--- config.mk ---
export PLATFORM = sky130hd
export DESIGN_NAME = machine_timer_flat
export DESIGN_NICKNAME = d
export VERILOG_FILES = /design/src/rtl/machine_timer_pkg.sv /design/src/rtl/machine_timer_if.sv /design/src/rtl/machine_timer_prescaler.sv /design/src/rtl/machine_timer.sv /design/src/flat_wrapper.sv
export SDC_FILE = /design/constraint.sdc
export NUM_CORES = 1
export LEC_CHECK = 0
export ABC_CLOCK_PERIOD_IN_PS = 3800
export BUFFER_PORTS_ARGS = -buffer_cell sky130_fd_sc_hd__buf_2
export CAP_MARGIN = 20
export CORE_ASPECT_RATIO = 1.1
export CORE_MARGIN = 1.5
export CORE_UTILIZATION = 40
export CTS_CLUSTER_DIAMETER = 50
export CTS_CLUSTER_SIZE = 12
export DETAILED_ROUTE_END_ITERATION = 12
export PLACE_DENSITY = 0.59
export REMOVE_ABC_BUFFERS = 1
export SYNTH_ARGS = -nofsm -noshare
export SYNTH_HDL_FRONTEND = slang
export SYNTH_HIERARCHICAL = 1
export SYNTH_SLANG_ARGS = --single-unit
--- constraint.sdc ---
create_clock -name clk24 -period 3.8 [get_ports clk24]
set_clock_uncertainty 0.2 [all_clocks]
set_input_delay 0 -clock clk24 [delete_from_list [all_inputs] [get_ports clk24]]
set_output_delay 0 -clock clk24 [all_outputs]
set_load 0.05 [all_outputs]
--- src/rtl/machine_timer_pkg.sv ---
// Shared constants and helpers for the memory-mapped RISC-V machine timer.
// Holds register offsets, CTRL bit positions, mtimecmp reset value and a byte-lane merge helper.
package machine_timer_pkg;

  localparam logic [31:0] OFFSET_MTIME          = 32'h0000_0000;
  localparam logic [31:0] OFFSET_MTIMEH         = 32'h0000_0004;
  localparam logic [31:0] OFFSET_CTRL           = 32'h0000_0008;
  localparam logic [31:0] OFFSET_STATUS         = 32'h0000_000C;
  localparam logic [31:0] OFFSET_MTIMECMP_BASE  = 32'h0000_0010;
  localparam logic [31:0] CMP_STRIDE            = 32'h0000_0008;

  localparam int CTRL_ENABLE_BIT  = 0;
  localparam int CTRL_DIVISOR_LSB = 8;

  localparam logic [63:0] MTIMECMP_RESET = 64'hFFFF_FFFF_FFFF_FFFF;

  function automatic logic [31:0] merge_lanes(input logic [31:0] old_word,
                                              input logic [31:0] new_word,
                                              input logic [3:0]  lanes);
    logic [31:0] merged;
    for (int k = 0; k < 4; k++) begin
      merged[8*k +: 8] = lanes[k] ? new_word[8*k +: 8] : old_word[8*k +: 8];
    end
    return merged;
  endfunction

endpackage

--- src/rtl/machine_timer_if.sv ---
// Data-memory port bundle between the core (master) and the machine timer (slave).
interface machine_timer_if;
  logic [31:0] memory_address;
  logic [31:0] memory_write_value;
  logic [3:0]  memory_write_sections;
  logic [31:0] read_value;
  logic        read_hit;

  modport master (
    output memory_address, memory_write_value, memory_write_sections,
    input  read_value, read_hit
  );

  modport slave (
    input  memory_address, memory_write_value, memory_write_sections,
    output read_value, read_hit
  );
endinterface

--- src/rtl/machine_timer_prescaler.sv ---
// Divide-by-(divisor+1) tick generator feeding mtime; clear restarts the count from zero.
module timer_prescaler #(
  parameter int WIDTH = 8
) (
  input  logic             clk_i,
  input  logic             rst_n_i,
  input  logic             enable_i,
  input  logic             clear_i,
  input  logic [WIDTH-1:0] divisor_i,
  output logic             tick_o
);

  logic [WIDTH-1:0] count_q;
  logic [WIDTH-1:0] count_d;

  assign tick_o = enable_i && (count_q == divisor_i);

  // next count: clear wins, wrap on tick, hold while disabled
  always_comb begin
    count_d = count_q;
    if (clear_i) begin
      count_d = '0;
    end else if (tick_o) begin
      count_d = '0;
    end else if (enable_i) begin
      count_d = count_q + WIDTH'(1);
    end else begin
      count_d = count_q;
    end
  end

  // count register
  always_ff @(posedge clk_i or negedge rst_n_i) begin
    if (!rst_n_i) begin
      count_q <= '0;
    end else begin
      count_q <= count_d;
    end
  end

endmodule

--- src/rtl/machine_timer.sv ---
// Memory-mapped 64-bit mtime with prescaler and NUM_COMPARATORS mtimecmp channels.
// Optional MACHINE_TIMER_SNAPSHOT_EN latches mtime[63:32] on MTIME-low reads for atomic 64-bit reads.
module machine_timer
  import machine_timer_pkg::*;
#(
  parameter logic [31:0] BASE_ADDRESS    = 32'h8000_0000,
  parameter int          NUM_COMPARATORS = 1,
  parameter int          PRESCALER_WIDTH = 8
) (
  input  logic                       clk24,
  input  logic                       reset_n,
  machine_timer_if.slave             bus,
  output logic [NUM_COMPARATORS-1:0] timer_interrupt
);

  localparam int NUM_WORDS = 4 + 2 * NUM_COMPARATORS;

  logic [63:0]                mtime_q, mtime_d;
  logic                       enable_q, enable_d;
  logic [PRESCALER_WIDTH-1:0] divisor_q, divisor_d;
  logic [63:0]                cmp_q [NUM_COMPARATORS];
  logic [63:0]                cmp_d [NUM_COMPARATORS];
  logic [NUM_COMPARATORS-1:0] irq_q, irq_d;
  logic [31:0]                read_value_q;
  logic                       read_hit_q;

  logic [31:0] offs_s, word_off_s, ctrl_cur_s, rdata_s, cmp_rd_s, mtimeh_rd_s;
  logic        hit_s, wr_s, tick_s, presc_clear_s;
  logic        sel_mtime_s, sel_mtimeh_s, sel_ctrl_s, sel_status_s;
  logic [NUM_COMPARATORS-1:0] sel_cmp_lo_s, sel_cmp_hi_s;

  assign offs_s       = bus.memory_address - BASE_ADDRESS;
  assign word_off_s   = offs_s & 32'hFFFF_FFFC;
  assign hit_s        = (bus.memory_address >= BASE_ADDRESS) && (word_off_s < 32'(4 * NUM_WORDS));
  assign wr_s         = hit_s && (bus.memory_write_sections != 4'b0000);
  assign sel_mtime_s  = hit_s && (word_off_s == OFFSET_MTIME);
  assign sel_mtimeh_s = hit_s && (word_off_s == OFFSET_MTIMEH);
  assign sel_ctrl_s   = hit_s && (word_off_s == OFFSET_CTRL);
  assign sel_status_s = hit_s && (word_off_s == OFFSET_STATUS);

  // per-channel decode and OR-combined compare-register read data
  always_comb begin
    sel_cmp_lo_s = '0;
    sel_cmp_hi_s = '0;
    cmp_rd_s     = 32'h0000_0000;
    for (int i = 0; i < NUM_COMPARATORS; i++) begin
      sel_cmp_lo_s[i] = hit_s && (word_off_s == OFFSET_MTIMECMP_BASE + CMP_STRIDE * 32'(i));
      sel_cmp_hi_s[i] = hit_s && (word_off_s == OFFSET_MTIMECMP_BASE + CMP_STRIDE * 32'(i) + 32'h0000_0004);
      cmp_rd_s = cmp_rd_s | ({32{sel_cmp_lo_s[i]}} & cmp_q[i][31:0])
                          | ({32{sel_cmp_hi_s[i]}} & cmp_q[i][63:32]);
    end
  end

  // A CTRL or MTIME write restarts the prescale count
  assign presc_clear_s = wr_s && (sel_ctrl_s || sel_mtime_s || sel_mtimeh_s);

  timer_prescaler #(.WIDTH(PRESCALER_WIDTH)) u_prescaler (
    .clk_i     (clk24),
    .rst_n_i   (reset_n),
    .enable_i  (enable_q),
    .clear_i   (presc_clear_s),
    .divisor_i (divisor_q),
    .tick_o    (tick_s)
  );

  // mtime next value: a write suppresses the increment and never carries across words
  always_comb begin
    mtime_d = mtime_q;
    if (wr_s && sel_mtime_s) begin
      mtime_d[31:0] = merge_lanes(mtime_q[31:0], bus.memory_write_value, bus.memory_write_sections);
    end else if (wr_s && sel_mtimeh_s) begin
      mtime_d[63:32] = merge_lanes(mtime_q[63:32], bus.memory_write_value, bus.memory_write_sections);
    end else if (tick_s) begin
      mtime_d = mtime_q + 64'd1;
    end else begin
      mtime_d = mtime_q;
    end
  end

  // CTRL view and byte-lane update of its enable/divisor fields
  always_comb begin
    ctrl_cur_s = 32'h0000_0000;
    ctrl_cur_s[CTRL_ENABLE_BIT] = enable_q;
    ctrl_cur_s[CTRL_DIVISOR_LSB +: PRESCALER_WIDTH] = divisor_q;
    enable_d  = enable_q;
    divisor_d = divisor_q;
    if (wr_s && sel_ctrl_s) begin
      enable_d = bus.memory_write_sections[CTRL_ENABLE_BIT / 8] ?
                 bus.memory_write_value[CTRL_ENABLE_BIT] : enable_q;
      for (int b = 0; b < PRESCALER_WIDTH; b++) begin
        divisor_d[b] = bus.memory_write_sections[(CTRL_DIVISOR_LSB + b) / 8] ?
                       bus.memory_write_value[CTRL_DIVISOR_LSB + b] : divisor_q[b];
      end
    end else begin
      enable_d  = enable_q;
      divisor_d = divisor_q;
    end
  end

  // compare registers and interrupt levels from the current register values
  always_comb begin
    for (int i = 0; i < NUM_COMPARATORS; i++) begin
      cmp_d[i] = cmp_q[i];
      irq_d[i] = (mtime_q >= cmp_q[i]);
      if (wr_s && sel_cmp_lo_s[i]) begin
        cmp_d[i][31:0] = merge_lanes(cmp_q[i][31:0], bus.memory_write_value, bus.memory_write_sections);
      end else if (wr_s && sel_cmp_hi_s[i]) begin
        cmp_d[i][63:32] = merge_lanes(cmp_q[i][63:32], bus.memory_write_value, bus.memory_write_sections);
      end else begin
        cmp_d[i] = cmp_q[i];
      end
    end
  end

`ifdef MACHINE_TIMER_SNAPSHOT_EN
  logic [31:0] snap_q;

  // latch the high word whenever the low word is read
  always_ff @(posedge clk24 or negedge reset_n) begin
    if (!reset_n) begin
      snap_q <= 32'h0000_0000;
    end else if (sel_mtime_s && (bus.memory_write_sections == 4'b0000)) begin
      snap_q <= mtime_q[63:32];
    end else begin
      snap_q <= snap_q;
    end
  end

  assign mtimeh_rd_s = snap_q;
`else
  assign mtimeh_rd_s = mtime_q[63:32];
`endif

  // read mux for the registered read port
  always_comb begin
    rdata_s = 32'h0000_0000;
    if (sel_mtime_s) begin
      rdata_s = mtime_q[31:0];
    end else if (sel_mtimeh_s) begin
      rdata_s = mtimeh_rd_s;
    end else if (sel_ctrl_s) begin
      rdata_s = ctrl_cur_s;
    end else if (sel_status_s) begin
      rdata_s = 32'(irq_q);
    end else begin
      rdata_s = cmp_rd_s;
    end
  end

  // architectural state and registered outputs
  always_ff @(posedge clk24 or negedge reset_n) begin
    if (!reset_n) begin
      mtime_q      <= 64'd0;
      enable_q     <= 1'b1;
      divisor_q    <= '0;
      irq_q        <= '0;
      read_value_q <= 32'h0000_0000;
      read_hit_q   <= 1'b0;
      for (int i = 0; i < NUM_COMPARATORS; i++) begin
        cmp_q[i] <= MTIMECMP_RESET;
      end
    end else begin
      mtime_q      <= mtime_d;
      enable_q     <= enable_d;
      divisor_q    <= divisor_d;
      irq_q        <= irq_d;
      read_value_q <= rdata_s;
      read_hit_q   <= hit_s;
      for (int i = 0; i < NUM_COMPARATORS; i++) begin
        cmp_q[i] <= cmp_d[i];
      end
    end
  end

  assign bus.read_value  = read_value_q;
  assign bus.read_hit    = read_hit_q;
  assign timer_interrupt = irq_q;

endmodule

--- src/flat_wrapper.sv ---
// flat-port wrapper written by rule: the top's interface ports become plain ports
module machine_timer_flat import machine_timer_pkg::*;
#(
  parameter logic [31:0] BASE_ADDRESS    = 32'h8000_0000,
  parameter int          NUM_COMPARATORS = 1,
  parameter int          PRESCALER_WIDTH = 8
)
  (clk24, reset_n, timer_interrupt, bus_memory_address, bus_memory_write_value, bus_memory_write_sections, bus_read_value, bus_read_hit);
  machine_timer_if bus_i ();
  input  logic clk24;
  input  logic reset_n;
  output logic [NUM_COMPARATORS-1:0] timer_interrupt;
  input wire logic [$bits(bus_i.memory_address)-1:0] bus_memory_address;
  input wire logic [$bits(bus_i.memory_write_value)-1:0] bus_memory_write_value;
  input wire logic [$bits(bus_i.memory_write_sections)-1:0] bus_memory_write_sections;
  output wire logic [$bits(bus_i.read_value)-1:0] bus_read_value;
  output wire logic [$bits(bus_i.read_hit)-1:0] bus_read_hit;
  assign bus_i.memory_address = bus_memory_address;
  assign bus_i.memory_write_value = bus_memory_write_value;
  assign bus_i.memory_write_sections = bus_memory_write_sections;
  assign bus_read_value = bus_i.read_value;
  assign bus_read_hit = bus_i.read_hit;
  machine_timer #(.BASE_ADDRESS(BASE_ADDRESS), .NUM_COMPARATORS(NUM_COMPARATORS), .PRESCALER_WIDTH(PRESCALER_WIDTH)) u_core (.clk24(clk24), .reset_n(reset_n), .bus(bus_i), .timer_interrupt(timer_interrupt));
endmodule
# Word-level counts from Yosys, hierarchy flattened

Cells that the tools add are included.

Add/subtract/negate cells: 3
Order comparisons: 3
Equality and inequality tests: 15
Muxes and demuxes: 15
Bitwise gates (word level): 5
Reductions and logical operators: 40

Operators with widths:

| kind                                                       | count |
|---|---|
| 2-to-1 mux 32 bit                                          | 7 |
| adder 64 x 1 -> 64 bit (second input constant)             | 1 |
| bitwise AND 32 bit                                         | 2 |
| greater-or-equal comparator 64 bit                         | 1 |
| 2-to-1 mux 64 bit                                          | 1 |
| == test 30 x 2 -> 1 bit (second input constant)            | 2 |
| == test 30 x 3 -> 1 bit (second input constant)            | 2 |
| 2-to-1 mux 8 bit                                           | 7 |
| AND reduction 3 bit                                        | 12 |
| greater-or-equal comparator 32 bit (second input constant) | 1 |
| logical NOT 32 bit                                         | 1 |
| < comparator 32 x 5 -> 1 bit (second input constant)       | 1 |
| OR 32 bit                                                  | 1 |
| subtractor 32 bit (second input constant)                  | 1 |
| == test 30 x 1 -> 1 bit (second input constant)            | 1 |
| != test 2 bit (second input constant)                      | 8 |
| logical AND 1 bit                                          | 15 |
| AND reduction 2 bit                                        | 6 |
| adder 8 x 1 -> 8 bit (second input constant)               | 1 |
| == test 8 bit                                              | 1 |
| nonzero test 2 bit                                         | 2 |
| nonzero test 4 bit                                         | 1 |
| nonzero test 3 bit                                         | 1 |
| logical OR 1 bit                                           | 2 |
| 2 further kinds                                            | 3 |

Register bits after elaboration: 179
Bits of input ports: 70
Output and inout bits: 34
Logic and storage cells: 103

# Depth between registers and ports, before layout

Word-level depth: 10
Mapped depth: 10
Mapped depth without buffers: 9

# By module

The synthesis kept the hierarchy.

Modules (own cells, without submodules):

| module          | times used | cells an instance | area an instance (µm²) | sequential area each (µm²) |
|---|---|---|---|---|
| machine_timer   | 1          | 1101              | 10470.0                | 4360.4 |
| timer_prescaler | 1          | 52                | 533.0                  | 200.2 |

# Worst setup path after synthesis

OpenSTA, ideal clock, no wires.

Path kind: register -> register
From: reg u_core.enable_q
To: reg u_core.mtime_q[21]
Setup time: 0.069 ns
Arrival: 2.466 ns
Data required time: 3.531 ns
Setup slack: 1.065 ns
Cell stages (with the launch flop): 10
Path buffers: 2
Period minus slack after synthesis: 2.735 ns
Cells stage by stage: dfstp_2 -> buf_4 -> nand2_1 -> nor3_4 -> o41a_4 -> nand2_4 -> or3_1 -> buf_2 -> or4_1 -> nand3_1

Cells in the longest elaborated chain, start to end: 3

Ends and longest elaborated chain:

| what                          | RTL line                      | text |
|---|---|---|
| start: declaration            | machine_timer.sv:19           | `logic enable_q, enable_d;` |
| start signal: assignment      | machine_timer.sv:164          | `enable_q <= enable_d;` |
| logical AND 1 bit             | machine_timer_prescaler.sv:16 | `assign tick_o = enable_i && (count_q == divisor_i);` |
| via u_core.tick_s             | machine_timer.sv:28           | `logic hit_s, wr_s, tick_s, presc_clear_s;` |
| nonzero test 2 bit (no line)  | --                            |  |
| AND reduction 3 bit (no line) | --                            |  |
| end signal: assignment        | machine_timer.sv:163          | `mtime_q <= mtime_d;` |
| end: declaration              | machine_timer.sv:18           | `logic [63:0] mtime_q, mtime_d;` |

The timed path passes the listed nets, and every way through them passes these cells.
A chain may end at the register's enable or synchronous reset.

# Final worst setup path

From: reg u_core.enable_q
To: reg u_core.mtime_q[17]

Same word-level chain as after synthesis.

==> results.md <==
* Outcome: finished with violations
* Failing checks: negative hold slack
* Max Slew Vio Count at 0
* R2r startpoint: u_core/enable_q
* Clock transition at path regs at 0.08 ns
* Number of DRC violations after detailed-routing iteration 0 at 899
* Post-Place Setup Slack at just under 0.7 ns
* CP required at just under 4 ns
* Comb power frac at 4.3%
* Peak Freq at between 0.2 and 0.3 GHz
* Slew @ Worst Pin at 0.905 ns
* Predominant post-synthesis flop cell: dfrtp_1
* Total GRT Usage at around a quarter
* Clock power share at a little under half
* Vias at 10000
* Core Area at approximately 27000 µm²
* Layout cells sized above 1 at 26.1%
* Die Span X at roughly 160 µm
* RSZ-0062 raised after global routing: false
* Vias in the first global route at approximately 9900
* Fin util at about half
* Wire length per cell at approximately 21 µm
* Total Routed Length at 35200 µm
* IO Port Bufs at 101
* Sequential-to-total area share from yosys stat at around two fifths
* Die height at 177 µm
* Yosys reg bits at 179
* Clk buf depth at 2
* Unique cell type count in the Yosys netlist at 75
* Antenna Nets Post-Route at 0
* R2r endpoint: u_core/mtime_q[17]
* Final #Nets at between 1000 and 1500
* Count leader, synth: dfrtp_1
* Clock latency on the worst-skew pair at 0.45 ns
* Switching pwr at roughly 1 mW
* Power Density at roughly 300 nW/µm²
* Synth Warn # at 6
* Total negative slack at 0 ns
* Synth top area share at between 20% and 30%
* Cell internal pwr at 2.85 mW
* FF-to-FF setup slack at ~0.29 ns
* Synth top area cells: dfrtp_1 (26%), dfstp_2 (16%), ha_1 (7.5%)
* Global route overflow at 0
* First-pass GRT wire length at between 50000 and 60000 µm
* Synth area leader: dfrtp_1
* Placed cell area at 12000 µm²
* Largest net degree at the start of global routing at 92
* CTS root buffer: clkbuf_16
* Dpl hpwl at roughly 26000 µm
* Average size of a mapped cell at approximately 9.5 µm²
* Area Growth Syn to Fin at 18.1%
* Ys async rst share at 100%
* Fin Hold WS at -0.0445 ns
* Multi-input gate area at 5970 µm²
* Post-Syn Instances at 1153
* Fin. Hold Viols at 10
* CP endpoint kind: flop
* Sequential power share at a little under 50%
* # DRC at 0
* VDD IR-drop max at between 0.0002 and 0.00025 V
* R2R cell count at 10
* Register area at around 4600 µm²
* Critical path type: reg -> reg
* Antenna cell count at 0
* Post-synth EDFFs at 0
* Part of the cycle the worst path needs at between 90% and 100%
* CTS buffer count at 17
* Max-cap viol count at 0
* CP Max Fanout at 12
* GP Congestion at between 0.9 and 1
* Final number of setup-violating endpoints at 0
* Min Tclk post-route at about 3.5 ns
* Cell area after layout at between 10000 and 15000 µm²
* Io pins at between 100 and 150
* Clk sinks at ~180
* Commonest cells in the netlist: dfrtp_1 (114), a21oi_1 (101), nor2_1 (87)
* Post-CTS Setup Inserts at 0
* H-Tree Depth at 4
* Hold Path Class: in -> async
* Max_slew headroom at a little under two fifths
* Layout fillers at 2581
* # rows at between 60 and 70
* Synth Cell Area at 11000 µm²
* Antenna violations before repair at 1
* Initial Util at 40.7%
* Pre-antenna DRT Iters at 7
* Crit path arrival time at between 3 and 4 ns
* Overall die area at between 20000 and 30000 µm²
* Switching Share at around a quarter
* Leak at approximately 5.7 nW
* Startpoint types: flop
* Vias per inst at around 6.0
* CTS tree: yes
* Final Worst Setup Slack at roughly 0.29 ns
-- metrics by stage --
stage | std cells | total power, mW
2_1_floorplan | 1106 | 1.95
3_3_place_gp | 1594 | 2.08
3_5_place_dp | 1594 | 2.08
4_1_cts | 1667 | 3.89
5_1_grt | 1667 | 3.99
6_report | 1667 | 3.85
-- routing by layer --
| metal | GRT usage (%) | vias to the layer above | routed length [µm] |
|---|---|---|---|
| met1 | 33.5 | 4930 | 15300 |
| met4 | 8.33 | 0 | 963 |
| met2 | 42.4 | 389 | 16800 |
| met3 | 3.75 | 60 | 2160 |
| met5 | 0 | - | 0 |
| li1 | - | 4655 | - |
-- sequential cells by signal, indices dropped and copies added (netlist names) --
register	flops
u_core/cmp_q	64
u_core/mtime_q	64
u_core/bus.read_value	32
u_core/divisor_q	8
u_core/u_prescaler/count_q	8
u_core/bus.read_hit	1
u_core/enable_q	1
u_core/timer_interrupt	1
-- cells by family after synthesis --
family | after synthesis | synth area share [%]
AND/OR/NAND/NOR | 391 | 19.1
AO/OA/AOI/OAI | 310 | 18.8
flip-flops | 179 | 41.4
buffers and inverters | 118 | 4.38
multiplexers | 75 | 7.65
adder cells (fa/ha/maj) | 66 | 7.51
XOR/XNOR | 14 | 1.11
-- repair_timing --
action                                 in CTS  in global routing
hold buffers                               41                  0
setup endpoints to repair                   0                  0
endpoints found under the hold margin     227                  0
gates resized for setup                     0                  0
-- cell type report --
| cell class | instances | share of cell area [%] |
|---|---|---|
| Clock buffer | 17 | 3.27 |
| Clock inverter | 15 | 1.25 |
| Inverter | 71 | 2.05 |
| Multi-Input combinational cell | 856 | 46.0 |
| Sequential cell | 179 | 35.1 |
| Tap cell | 357 | 3.44 |
| Timing Repair Buffer | 172 | 8.94 |
-- worst max-delay path, cell delays in order (launching register included) --
cell and delay [ns]:
dfstp_2 0.67, nand2_1 0.16, nor3_4 0.30, buf_4 0.25, o41ai_4 0.18, nor2_1 0.39
buf_4 0.29, nand4_1 0.13, mux2i_1 0.16, o21a_1 0.10, dlygate4sd3_1 0.55
-- placed cells by master, fill, tap and decap left out, types with 20 or more instances in the layout --
master	Yosys	final
nand4_1	31	31
buf_2	18	100
nor3_1	32	32
nor4_1	21	20
mux2_2	73	73
dfstp_2	65	65
a21oi_1	101	101
nand2_1	72	71
o21ai_0	61	61
dfrtp_1	114	114
nand3_1	50	50
nor2_1	87	86
a222oi_1	25	25
buf_4	2	29
ha_1	66	66
inv_1	71	71
a211oi_1	21	21
dlygate4sd3_1	0	41
-- worst max-delay path by stage --
stage,start,to,slack [ns],cells after the start
CTS,u_core/enable_q,u_core/mtime_q[17],0.31,10
global placement,u_core/mtime_q[0],u_core/mtime_q[62],0.69,8
floorplan,bus_memory_address[11],u_core/mtime_q[25],0.46,6
detailed placement,u_core/mtime_q[0],u_core/mtime_q[62],0.68,8
finish,u_core/enable_q,u_core/mtime_q[17],0.29,10
global route,u_core/u_prescaler/count_q[3],u_core/mtime_q[17],0.12,11
-- power groups by stage --
stage	clock network, mW	logic, mW	registers, mW
floorplan	0	0.0126	1.94
global placement	0	0.139	1.94
detailed placement	0	0.139	1.94
CTS	1.82	0.169	1.91
global route	1.90	0.183	1.91
finish	1.78	0.167	1.91
(Power assumes the default switching activity.)
